`src/rtl/instr_fetch_unit.sv`:
```
// Fetch stage: PC register, combinational imem read, next-PC selection, run/step/halt FSM.
// Define FETCH_DELAY_SLOT_EN to make taken branches/jumps take effect after one delay slot.
module instr_fetch_unit #(
    parameter logic [31:0] RESET_PC   = 32'h0000_0000,
    parameter int unsigned IMEM_DEPTH = 64,
    parameter int unsigned ADDR_W     = 6,
    parameter logic [31:0] HALT_WORD  = 32'hFFFF_FFFF
) (
    input  logic              CLK,
    input  logic              RST_N,
    input  logic              run,
    input  logic              step,
    input  logic              branch,
    input  logic              jump,
    input  logic              zero,
    input  logic [15:0]       imm16,
    input  logic [25:0]       instr_index,
    output logic [ADDR_W-1:0] imem_addr,
    input  logic [31:0]       imem_data,
    output logic [31:0]       pc,
    output logic [31:0]       instr,
    output logic [1:0]        state,
    output logic              fault,
    output logic [31:0]       retired
);

    typedef enum logic [1:0] {
        S_IDLE = 2'd0,
        S_RUN  = 2'd1,
        S_STEP = 2'd2,
        S_HALT = 2'd3
    } state_t;

    state_t      r_state;
    logic [31:0] r_pc;
    logic [31:0] r_retired;
    logic        r_fault;
    logic        r_step_q;
`ifdef FETCH_DELAY_SLOT_EN
    logic        r_pending;
    logic [31:0] r_target;
`endif

    logic        w_active;
    logic        w_in_range;
    logic        w_is_halt;
    logic        w_exec;
    logic        w_step_rise;
    logic        w_taken;
    logic [31:0] w_pc4;
    logic [31:0] w_jump_tgt;
    logic [31:0] w_br_tgt;
    logic [31:0] w_target;

    assign w_active    = (r_state == S_RUN) || (r_state == S_STEP);
    assign w_in_range  = ({2'b00, r_pc[31:2]} < IMEM_DEPTH);
    assign w_is_halt   = (imem_data == HALT_WORD);
    assign w_exec      = w_active && w_in_range && !w_is_halt;
    assign w_step_rise = step && !r_step_q;

    assign w_pc4      = r_pc + 32'd4;
    assign w_jump_tgt = {w_pc4[31:28], instr_index, 2'b00};
    assign w_br_tgt   = w_pc4 + {{14{imm16[15]}}, imm16, 2'b00};
    // Jump takes priority over a simultaneously asserted taken branch.
    assign w_taken    = jump || (branch && zero);
    assign w_target   = jump ? w_jump_tgt : w_br_tgt;

    assign imem_addr = r_pc[ADDR_W+1:2];
    assign instr     = w_exec ? imem_data : 32'h0000_0000;
    assign pc        = r_pc;
    assign state     = r_state;
    assign fault     = r_fault;
    assign retired   = r_retired;

    always_ff @(posedge CLK) begin
        if (!RST_N) begin
            r_pc      <= RESET_PC;
            r_state   <= S_IDLE;
            r_fault   <= 1'b0;
            r_retired <= '0;
            r_step_q  <= 1'b0;
`ifdef FETCH_DELAY_SLOT_EN
            r_pending <= 1'b0;
            r_target  <= RESET_PC;
`endif
        end else begin
            r_step_q <= step;

            if (w_exec) begin
                r_retired <= r_retired + 32'd1;
`ifdef FETCH_DELAY_SLOT_EN
                // The delay-slot instruction itself never redirects.
                if (r_pending) begin
                    r_pc      <= r_target;
                    r_pending <= 1'b0;
                end else if (w_taken) begin
                    r_pc      <= w_pc4;
                    r_target  <= w_target;
                    r_pending <= 1'b1;
                end else begin
                    r_pc <= w_pc4;
                end
`else
                r_pc <= w_taken ? w_target : w_pc4;
`endif
            end

            case (r_state)
                S_IDLE: begin
                    if (run) begin
                        r_state <= S_RUN;
                    end else if (w_step_rise) begin
                        r_state <= S_STEP;
                    end
                end
                S_RUN, S_STEP: begin
                    if (!w_in_range) begin
                        r_state <= S_HALT;
                        r_fault <= 1'b1;
`ifdef FETCH_DELAY_SLOT_EN
                        r_pending <= 1'b0;
`endif
                    end else if (w_is_halt) begin
                        r_state <= S_HALT;
`ifdef FETCH_DELAY_SLOT_EN
                        r_pending <= 1'b0;
`endif
                    end else if ((r_state == S_STEP) || !run) begin
                        r_state <= S_IDLE;
                    end
                end
                S_HALT: begin
                    r_state <= S_HALT;
                end
                default: begin
                    r_state <= S_IDLE;
                end
            endcase
        end
    end

endmodule

```
`config.mk`:
```
export PLATFORM = sky130hd
export DESIGN_NAME = instr_fetch_unit
export DESIGN_NICKNAME = d
export VERILOG_FILES = /design/src/rtl/instr_fetch_unit.sv
export SDC_FILE = /design/constraint.sdc
export NUM_CORES = 1
export LEC_CHECK = 0
export CAP_MARGIN = 20
export CORE_MARGIN = 1.5
export CORE_UTILIZATION = 47
export DETAILED_ROUTE_END_ITERATION = 8
export PLACE_DENSITY_LB_ADDON = 0.15
export SYNTH_ARGS = -nofsm -noshare
export SYNTH_HDL_FRONTEND = slang
export SYNTH_SLANG_ARGS = --single-unit
```
`constraint.sdc`:
```
create_clock -name CLK -period 4.5 [get_ports CLK]
set_input_delay 0.45 -clock CLK [delete_from_list [all_inputs] [get_ports CLK]]
set_output_delay 0.45 -clock CLK [all_outputs]
set_load 0.05 [all_outputs]
```
==> results of run 1 <==
synthesized netlist by cell type, types with 2 or more instances:
cell	n	area share [%]
sky130_fd_sc_hd__a2111oi_0	2	0.32
sky130_fd_sc_hd__a211o_1	2	0.32
sky130_fd_sc_hd__a211oi_1	9	1.2
sky130_fd_sc_hd__a21boi_0	3	0.41
sky130_fd_sc_hd__a21o_1	16	2.2
sky130_fd_sc_hd__a21oi_1	57	5.2
sky130_fd_sc_hd__a221oi_1	4	0.64
sky130_fd_sc_hd__a22o_1	5	0.80
sky130_fd_sc_hd__a22oi_1	3	0.41
sky130_fd_sc_hd__a31oi_1	9	1.0
sky130_fd_sc_hd__and2_1	9	1.0
sky130_fd_sc_hd__and3_1	44	5.0
sky130_fd_sc_hd__and4_1	4	0.64
sky130_fd_sc_hd__and4b_1	2	0.37
sky130_fd_sc_hd__buf_2	5	0.46
sky130_fd_sc_hd__buf_4	8	1.1
sky130_fd_sc_hd__clkbuf_1	23	1.6
sky130_fd_sc_hd__dfxtp_1	66	24
sky130_fd_sc_hd__ha_1	42	9.6
sky130_fd_sc_hd__inv_1	16	1.1
sky130_fd_sc_hd__mux2i_1	3	0.55
sky130_fd_sc_hd__nand2_1	57	3.9
sky130_fd_sc_hd__nand2_2	2	0.23
sky130_fd_sc_hd__nand2b_1	3	0.34
sky130_fd_sc_hd__nand3_1	36	3.3
sky130_fd_sc_hd__nand3b_1	3	0.41
sky130_fd_sc_hd__nand4_1	25	2.9
sky130_fd_sc_hd__nor2_1	84	5.8
sky130_fd_sc_hd__nor2b_1	2	0.23
sky130_fd_sc_hd__nor3_1	13	1.2
sky130_fd_sc_hd__nor3_4	2	0.59
sky130_fd_sc_hd__nor4_1	8	0.92
sky130_fd_sc_hd__nor4_2	3	0.69
sky130_fd_sc_hd__o211ai_1	6	0.82
sky130_fd_sc_hd__o21ai_0	27	2.5
sky130_fd_sc_hd__o21bai_1	3	0.41
sky130_fd_sc_hd__o22ai_1	3	0.34
sky130_fd_sc_hd__o31ai_1	2	0.27
sky130_fd_sc_hd__o41ai_1	3	0.48
sky130_fd_sc_hd__or2_2	3	0.34
sky130_fd_sc_hd__or3_1	7	0.80
sky130_fd_sc_hd__or3b_2	2	0.32
sky130_fd_sc_hd__xnor2_1	46	7.4
sky130_fd_sc_hd__xor2_1	29	4.6
what timing repair did:
| action | 4_1_cts | 5_1_grt |
|---|---|---|
| setup endpoints to repair | 0 | 2 |
| hold buffers | 0 | 0 |
| resized for setup | 0 | 7 |
power groups by stage:
stage               clock [mW]  sequential (mW)  combinational (mW)
floorplan                    0             1.28                2.92
global placement             0            0.921                4.61
detailed placement           0            0.932                4.69
CTS                      0.784            0.922                4.71
global route             0.806            0.948                5.02
finish                   0.773            0.932                4.75
cells in the final DEF (no fill, tap or decap), types with 25 or more instances in the layout:
master and instances:
sky130_fd_sc_hd__dfxtp_1 62, sky130_fd_sc_hd__nand3_1 36, sky130_fd_sc_hd__xnor2_1 46, sky130_fd_sc_hd__xor2_1 29, sky130_fd_sc_hd__o21ai_0 27, sky130_fd_sc_hd__and3_1 44, sky130_fd_sc_hd__nor2_1 83, sky130_fd_sc_hd__ha_1 41
sky130_fd_sc_hd__a21oi_1 57, sky130_fd_sc_hd__nand4_1 25, sky130_fd_sc_hd__nand2_1 57, sky130_fd_sc_hd__clkdlybuf4s50_1 183
final timing paths:
path / startpoint / end / depth (start not counted)
worst min-delay path: fault / fault / 2
worst max register to register: pc[9] / pc[29] / 15
worst max-delay path: pc[9] / pc[29] / 15
worst min register to register: fault / fault / 2
stage by stage:
| step | hold WS [ps] | setup WS (ps) |
|---|---|---|
| after CTS | 470 | 128 |
| after floorplan | 579 | 19.2 |
| after global routing | 505 | 3.64 |
| after detailed placement | 462 | 140 |
| after global placement | 437 | 322 |
| final | 465 | 261 |
final cells by class:
class	count	area (um^2)	area share [%]
inverter	17	63.8	0.825
multi-input combinational	599	3920	50.7
tap	143	179	2.31
clock buffer	9	225	2.91
clock inverter	7	100	1.29
timing repair buffer	195	1920	24.9
sequential	66	1330	17.1
logic make-up after synthesis:
family	synth area share, %
xor gates and xnor gates	12.0
other	0.0686
and+or+nand+nor	29.8
adders and majority gates	9.97
buffers and inverters	4.60
muxes	0.549
DFF	24.2
AOI/OAI and AO/OA	18.8
metal layers:
| layer | routed length [um] | track usage (%) | vias to the layer above |
|---|---|---|---|
| met4 | 667 | 12.1 | 0 |
| met5 | 0 | 0 | - |
| met3 | 1160 | 5.08 | 40 |
| met1 | 7550 | 35.7 | 2845 |
| met2 | 9440 | 54.5 | 251 |
| li1 | - | - | 2943 |
registers in the layout (all words and copies together) (netlist names):
register / flops
state: 2
fault: 1
retired: 32
pc: 30
r_step_q: 1
worst max-delay path: cells and delay by family (launching register included):
| kind | cells | cell delay (ps) |
|---|---|---|
| simple gates | 11 | 2690 |
| fa+ha+maj | 1 | 470 |
| flops | 1 | 400 |
| compound gates | 2 | 390 |
| xor+xnor | 1 | 140 |
==> metrics.yaml, run 1 <==
min_period_over_period_pct: 94.2
detailed_place_hpwl_um: 14600
clock.fmax_mhz: 236
num-fill-cells: 953
share_comb_of_total_power_pct: 73.6
core_um2: 11400
cts_max_level: 3
clock_path_buffers: 2
postRouteWirelength_um: 18800
timing.critical_path.fanout_max: 10
ir_drop_v: 0.00103
cell_by_cell_trace_of_the_critical_path: "and4_2, and2_1, nand3_1, or2_4, nor2_1, nand2_1, xnor2_1, ha_1, nand3_1, or4b_2, o2bb2ai_1, nor3_1, or3b_2, a31oi_1, nor2_1"
stdcell_area_um2: 7730
postCtsSetupBuffers: 0
power.share.sequential_pct: 14.4
grt_antenna_before_repair: 0
cap_violations: 0
placed_area_um2: 7390
post_drt_via_cell_ratio: 5.87
maxSlewViolCount: 0
syn-cell-area_um2: 5470
ys_async_sr_fraction_pct: 0
clock_tree_from_tritoncts: "built"
yosysUniqueCellTypes: 62
share_of_synthesized_area_occupied_by_flip_flops_and_latches_pct: 24.2
global_route.overflow_total: 0
clock-skew-final_ps: 8.68
int_power_mw: 2.82
worst_stage_delay_on_the_critical_path_ps: 680
timing.final.setup_violations: 0
critical_path_class: "register to register"
fp.dieH_um: 111
slew_headroom_pct: 36.5
grt_usage_pct: 30.3
p_clk_share_pct: 12.0
setup_repair_after_global_routing_missed_its_margin: "false"
tritoncts.num_buffers: 9
grt_first_pass_wirelength_um: 30100
floorplan.die_area_um2: 12300
fin_setup_tns_ps: 0
critPathRequiredTime_ps: 4690
nets: 1012
worst-endpoint-arrival_ps: 4430
synth_edf_count: 0
outcome: "finished clean"
floorplan.initialDensity_pct: 48.1
route.vias.total: 6079
placementRows: 39
hold_viol_final: 0
area_grow_syn2layout_pct: 41.4
p_leak_nw: 3.13
drtPass1Iterations: 5
switching_power_mw: 3.64
clockRootBuffer: "sky130_fd_sc_hd__clkbuf_16"
critPathCaptureType: "register"
grt_max_degree: 55
netlist_instances: 719
worst_margin_pin_slew_ps: 951
layoutNonFillerInstCount: 1036
io_buffer_count: 183
numPlacedInstances: 1020
drc: 0
p_total_mw: 6.45
worst_path_max_delay_cell: "sky130_fd_sc_hd__or4b_2"
power.share.switching_pct: 56.4
type_of_origin_of_the_critical_path: "register"
timing.final.crit_period_ps: 4240
route.antenna.remaining_nets: 0
first_global_vias: 5759
ff2ff_setup_slack_ps: 260
power.density_cell_area_nw_per_um2: 834
antenna_diode_count: 0
layout-drive-gt1-share_pct: 6.05
drt_iter0_drcs: 399
worst_skew_pair.late_latency_ps: 330
synth-warning-count: 0
clock_sinks: 66
route.detailed.wl_per_inst_um: 18.2
postLayoutCoreUtil_pct: 68.0
holdCritPathClass: "register to register"
post_synth.cell_area_avg_um2: 7.61
postSynth.topFlopCell: "sky130_fd_sc_hd__dfxtp_1"
place_congestion: 0.984
dieWidth_um: 111
ioPinCount: 186
postSynthRegisterBits: 66
cts.reportedPaths.clkPinSlew_ps: 60
Power figures use the tool's default switching activity.
==> run 2: changes to the inputs <==
--- a/config.mk
+++ b/config.mk
@@ -6,9 +6,9 @@
 export NUM_CORES = 1
 export LEC_CHECK = 0
 export CAP_MARGIN = 20
-export CORE_MARGIN = 1.5
-export CORE_UTILIZATION = 47
+export CORE_UTILIZATION = 50
 export DETAILED_ROUTE_END_ITERATION = 8
+export HOLD_SLACK_MARGIN = 0.02
 export PLACE_DENSITY_LB_ADDON = 0.15
 export SYNTH_ARGS = -nofsm -noshare
 export SYNTH_HDL_FRONTEND = slang
==> constraint.sdc (replaced) <==
create_clock -name CLK -period 4.9 [get_ports CLK]
set_input_delay 0.49 -clock CLK [delete_from_list [all_inputs] [get_ports CLK]]
set_output_delay 0.49 -clock CLK [all_outputs]
set_load 0.05 [all_outputs]
==> metrics.yaml, run 2 (synthesis gave the netlist of run 1 again) <==
outcome: "finished clean"
fin_setup_tns_ps: 0  # unchanged
holdCritPathClass: "register to register"
rr_worst_depth: 15  # unchanged
cap_violations: 0  # unchanged
tritoncts.num_buffers: 9  # unchanged
cts_max_level: 3  # unchanged
power.share.switching_pct: 58.3  # +2.0 points
ir_drop_v: 0.000649  # -37%
hold_viol_final: 0  # unchanged
layout-drive-gt1-share_pct: 4.62  # -1.4 points
timing.critical_path.fanout_max: 8  # -2
postRouteWirelength_um: 18600  # -1.1%
nets: 1006  # -0.59%
slew_headroom_pct: 25.8  # -11 points
power.density_cell_area_nw_per_um2: 743  # -11%
power.share.sequential_pct: 15.0  # +0.6 points
numPlacedInstances: 1007  # -1.3%
worst_skew_pair.late_latency_ps: 350  # +20 ps
post_drt_via_cell_ratio: 5.95  # +1.4%
detailed_place_hpwl_um: 14500  # -0.63%
reg_to_reg_startpoint: "pc[8]"
drtPass1Iterations: 8  # +3
core_um2: 10500  # -8.0%
io_buffer_count: 183  # unchanged
layout_common_cells: "sky130_fd_sc_hd__clkdlybuf4s50_1, sky130_fd_sc_hd__nor2_1, sky130_fd_sc_hd__dfxtp_1, sky130_fd_sc_hd__nand2_1, sky130_fd_sc_hd__a21oi_1"
postCtsSetupBuffers: 0  # unchanged
share_comb_of_total_power_pct: 76.5  # +2.9 points
critical_path_class: "register to register"
switching_power_mw: 3.27  # -10%
critical_path.startpoint: "pc[8]"
placementRows: 37  # -5.1%
setup_repair_after_global_routing_missed_its_margin: "false"
leading_cell_type_in_the_layout_fill_and_taps_excluded: "sky130_fd_sc_hd__clkdlybuf4s50_1"
area_grow_syn2layout_pct: 37.9
dieWidth_um: 107  # -3.9%
place_congestion: 0.890  # -9.6%
clock_path_buffers: 2  # unchanged
cts.reportedPaths.clkPinSlew_ps: 80  # +20 ps
drc: 0  # unchanged
p_leak_nw: 3.04  # -2.9%
worst-endpoint-arrival_ps: 4630  # +200 ps
worst_setup_path_endpoint: "pc[29]"
grt_usage_pct: 33.0  # +2.8 points
grt_max_degree: 55  # unchanged
ff2ff_setup_slack_ps: 480  # +210 ps
global_route.overflow_total: 0  # unchanged
layoutNonFillerInstCount: 1024  # -1.2%
cts_repair_resize_count: 0  # unchanged
worst_margin_pin_slew_ps: 1110  # +162 ps
route.vias.total: 6092  # +0.21%
num-fill-cells: 917  # -3.8%
first_global_vias: 5840  # +1.4%
clockRootBuffer: "sky130_fd_sc_hd__clkbuf_8"
timing.rr.end: "pc[29]"
maxSlewViolCount: 0  # unchanged
critPathRequiredTime_ps: 5110  # +420 ps
drt_iter0_drcs: 434  # +8.8%
fp.dieH_um: 107  # -3.9%
largest_register_ffs: 32  # unchanged
clock-skew-final_ps: 13.0  # +4.34 ps
type_of_origin_of_the_critical_path: "register"
min_period_over_period_pct: 90.3  # -3.9 points
floorplan.die_area_um2: 11400  # -7.6%
route.antenna.remaining_nets: 0  # unchanged
clock_sinks: 66  # unchanged
post_cts_hold_buffer_count: 0  # unchanged
critPathCaptureType: "register"
grt_antenna_before_repair: 1  # +1
floorplan.initialDensity_pct: 52.3  # +4.2 points
p_clk_share_pct: 8.5  # -3.5 points
timing.final.crit_period_ps: 4420  # +186 ps
ioPinCount: 186  # unchanged
clock.fmax_mhz: 226  # -4.2%
grt_first_pass_wirelength_um: 29700  # -1.5%
timing.final.setup_violations: 0  # unchanged
clock_tree_from_tritoncts: "built"
int_power_mw: 2.33  # -17%
route.detailed.wl_per_inst_um: 18.2  # about the same
## run 2: power by group through the flow
stage               clock, mW  combinational [mW]  sequential [mW]
floorplan                   0                2.68             1.17
global placement            0                4.15            0.843
detailed placement          0                4.23            0.848
CTS                     0.478                4.24            0.837
global route            0.503                4.56            0.863
finish                  0.476                4.28            0.842
## run 2: worst min path at each step
stage               start        to  slack (ps)  depth (start not counted)
detailed placement  fault     fault         460                          2
global route        fault     fault         510                          2
global placement    fault     fault         440                          2
floorplan            step  r_step_q         620                          2
finish              fault     fault         470                          2
CTS                 fault     fault         470                          2
## run 2: metrics by stage
step | cell area, um^2 | util [%] | total power, mW | setup WS, ps | hold WS (ps)
2_1_floorplan | 5470 | - | 3.85 | 397 | 619
5_1_grt | 7540 | 72.1 | 5.92 | 202 | 506
3_5_place_dp | 7340 | 70.1 | 5.08 | 543 | 460
6_report | 7540 | 72.1 | 5.60 | 475 | 473
4_1_cts | 7540 | 72.1 | 5.56 | 495 | 472
3_3_place_gp | 7340 | 70.1 | 5.00 | 694 | 436
## run 2: metal layers
layer	routed length [um]	vias up	global-route usage, %
met3	1390	37	7.54
li1	-	2924	-
met5	0	-	0
met4	507	0	10.3
met1	7480	2878	38.5
met2	9240	253	59.6
## run 2: critical path: stages, from the launching register on
cell                        delay, ps
sky130_fd_sc_hd__dfxtp_1          500
sky130_fd_sc_hd__and4_2           280
sky130_fd_sc_hd__and2_1           160
sky130_fd_sc_hd__nand3_1          150
sky130_fd_sc_hd__or2_2            390
sky130_fd_sc_hd__nor2_1           220
sky130_fd_sc_hd__nand3_1          140
sky130_fd_sc_hd__xnor2_1          190
sky130_fd_sc_hd__ha_1             410
sky130_fd_sc_hd__nand3_1          170
sky130_fd_sc_hd__or4b_2           660
sky130_fd_sc_hd__o2bb2ai_1        200
sky130_fd_sc_hd__nor3_1           100
sky130_fd_sc_hd__or3b_2           470
sky130_fd_sc_hd__a31oi_1          170
sky130_fd_sc_hd__nor2_1            50
## run 2: area by class of cell
type                    count  area [um^2]  area share (%)
clock inverters             7         77.6            1.03
flip-flops and latches     66         1320            17.5
multi-input cells         599         3910            51.8
diodes                      1         2.50          0.0332
repair buffers            189         1880            24.9
clock buffers               9          124            1.64
well taps                 136          170            2.26
inverters                  17         63.8           0.846
==> run 3: changes to the inputs <==
--- a/config.mk
+++ b/config.mk
@@ -8,6 +8,7 @@
 export CAP_MARGIN = 20
 export CORE_UTILIZATION = 50
 export DETAILED_ROUTE_END_ITERATION = 8
+export GPL_TIMING_DRIVEN = 0
 export HOLD_SLACK_MARGIN = 0.02
 export PLACE_DENSITY_LB_ADDON = 0.15
 export SYNTH_ARGS = -nofsm -noshare
==> metrics.yaml, run 3 (synthesis gave the netlist of run 1 again) <==
outcome: "finished clean"
rr_worst_depth: 16  # +1
largest_register_ffs: 32  # unchanged
cts_max_level: 3  # unchanged
drt_iter0_drcs: 403  # -7.1%
stdcell_area_um2: 7690  # +2.0%
hold_viol_final: 0  # unchanged
critical_path_class: "register to register"
multi_input_comb_area_um2: 3910  # about the same
fin_worst_hold_slack_ps: 449  # -23.6 ps
ioPinCount: 186  # unchanged
grt_first_pass_wirelength_um: 30700  # +3.5%
clock_sinks: 66  # unchanged
core_um2: 10500  # unchanged
slew_headroom_pct: 39.2  # +13 points
global_route.overflow_total: 0  # unchanged
ff2ff_setup_slack_ps: 130  # -340 ps
placed_area_um2: 7450  # +1.6%
route.detailed.wl_per_inst_um: 18.3  # +0.87%
post_drt_via_cell_ratio: 6.04  # +1.5%
timing.critical_path.fanout_max: 8  # unchanged
timing.rr.end: "pc[29]"
ir_drop_v: 0.000698  # +7.6%
critical_path_buf_inv_count: 1  # +1
num-fill-cells: 845  # -7.9%
layout_common_cells: "sky130_fd_sc_hd__clkdlybuf4s50_1, sky130_fd_sc_hd__nor2_1, sky130_fd_sc_hd__dfxtp_1, sky130_fd_sc_hd__nand2_1, sky130_fd_sc_hd__a21oi_1"
path_depth: 16  # +1
fp.dieH_um: 107  # unchanged
cell_by_cell_trace_of_the_critical_path: "and4_2, and2_1, nand3_1, or2_2, clkbuf_1, nor3_1, nand4_1, xnor2_1, ha_1, and2_1, or4b_2, o2bb2ai_1, nor3_1, or3b_2, a31oi_1, nor2_1"
placementRows: 37  # unchanged
timing.final.crit_period_ps: 4770  # +345 ps
power.density_cell_area_nw_per_um2: 754  # +1.6%
cts.reportedPaths.clkPinSlew_ps: 80  # about the same
first_global_vias: 6240  # +6.8%
cts_repair_resize_count: 0  # unchanged
critPathTopFamily: "simple AND/OR/NAND/NOR gates"
worst_skew_pair.late_latency_ps: 360  # about the same
postLayoutCoreUtil_pct: 73.5  # +1.4 points
postCtsSetupBuffers: 0  # unchanged
worst_stage_delay_on_the_critical_path_ps: 620  # -40 ps
grt_antenna_before_repair: 0  # -1
maxSlewViolCount: 0  # unchanged
clock-skew-final_ps: 13.2  # +0.160 ps
grt_usage_pct: 33.9  # +0.87 points
p_leak_nw: 3.12  # +2.7%
critical_path.startpoint: "pc[8]"
nets: 1036  # +3.0%
clockRootBuffer: "sky130_fd_sc_hd__clkbuf_8"
worst_margin_pin_slew_ps: 909  # -205 ps
type_of_origin_of_the_critical_path: "register"
dieWidth_um: 107  # unchanged
clock_tree_from_tritoncts: "built"
sequential_cell_area_um2: 1320  # unchanged
leading_cell_type_in_the_layout_fill_and_taps_excluded: "sky130_fd_sc_hd__clkdlybuf4s50_1"
holdCritPathClass: "register to register"
hold_start: "fault"
clock_path_buffers: 2  # unchanged
antenna_diode_count: 0  # -1
grt_max_degree: 21  # -62%
worst_path_max_delay_cell: "sky130_fd_sc_hd__or4b_2"
tritoncts.num_buffers: 9  # unchanged
area_grow_syn2layout_pct: 40.6
drtPass1Iterations: 5  # -3
route.antenna.remaining_nets: 0  # unchanged
drc: 0  # unchanged
post_cts_hold_buffer_count: 0  # unchanged
floorplan.die_area_um2: 11400  # unchanged
min_period_over_period_pct: 97.3  # +7.0 points
clock.fmax_mhz: 210  # -7.2%
layout-drive-gt1-share_pct: 5.56  # +0.94 points
place_congestion: 0.926  # +4.1%
timing.final.setup_violations: 0  # unchanged
route.vias.total: 6356  # +4.3%
fin_setup_tns_ps: 0  # unchanged
critPathRequiredTime_ps: 5110  # about the same
detailed_place_hpwl_um: 15100  # +3.9%
floorplan.initialDensity_pct: 52.3  # unchanged
dp_worst_setup_slack_ps: 161  # -382 ps
io_buffer_count: 181  # -1.1%
critPathCaptureType: "register"
post-route-worst-setup-slack_ps: 131  # -345 ps
cap_violations: 0  # unchanged
worst-endpoint-arrival_ps: 4980  # +350 ps
postRouteWirelength_um: 19300  # +3.7%
reg_to_reg_startpoint: "pc[8]"
worst_setup_path_endpoint: "pc[29]"
==> run 3: changes by cell type in the layout (fill, tap and decap cells not counted), sizes merged <==
cell / before / now
clkdlybuf4s50: 183 / 181
clkinv: 3 / 4
clkbuf: 9 / 33
buf: 6 / 14
clkinvlp: 1 / 0
inv: 19 / 18
diode: 1 / 0
bufinv: 1 / 2
==> run 3: final cells by class <==
| cell class | count | area share (%) |
|---|---|---|
| plain buffers | 38 | 2.44 |
| clock inverters | 7 | 1.33 |
| inverters | 17 | 0.830 |
| flip-flops and latches | 66 | 17.2 |
| multi-input cells | 599 | 50.8 |
| repair buffers | 181 | 23.6 |
| well taps | 136 | 2.21 |
| clock buffers | 9 | 1.61 |
==> run 3: how the worst min path moves through the flow <==
stage,cells past startpoint,end
after global placement,2,fault
after global routing,2,fault
after floorplan,2,r_step_q
after detailed placement,2,fault
after CTS,2,fault
final,2,fault
==> run 3: tightest hold or removal path: stages (launching register included) <==
cell                      delay (ps)
sky130_fd_sc_hd__dfxtp_1         310
sky130_fd_sc_hd__inv_1            50
sky130_fd_sc_hd__a21oi_1          50
==> run 3: power by group <==
group / internal [mW] / switching [mW]
Combinational: 1.50 / 2.90
Clock: 0.292 / 0.242
Sequential: 0.650 / 0.210
Total: 2.45 / 3.36
==> run 3: through the flow <==
step | std cells | power [mW]
CTS | 1053 | 5.73
detailed placement | 1037 | 5.19
floorplan | 720 | 3.85
global placement | 1037 | 5.10
global route | 1053 | 6.10
finish | 1053 | 5.80
==> run 3: layer usage <==
layer / vias up / GRT usage, % / wire length, um / share of wire, %
li1: 2990 / - / - / -
met1: 2993 / 38.5 / 7480 / 39
met2: 310 / 59.9 / 9460 / 49
met3: 63 / 6.14 / 1530 / 7.9
met4: 0 / 18.7 / 844 / 4.4
met5: - / 0 / 0 / 0
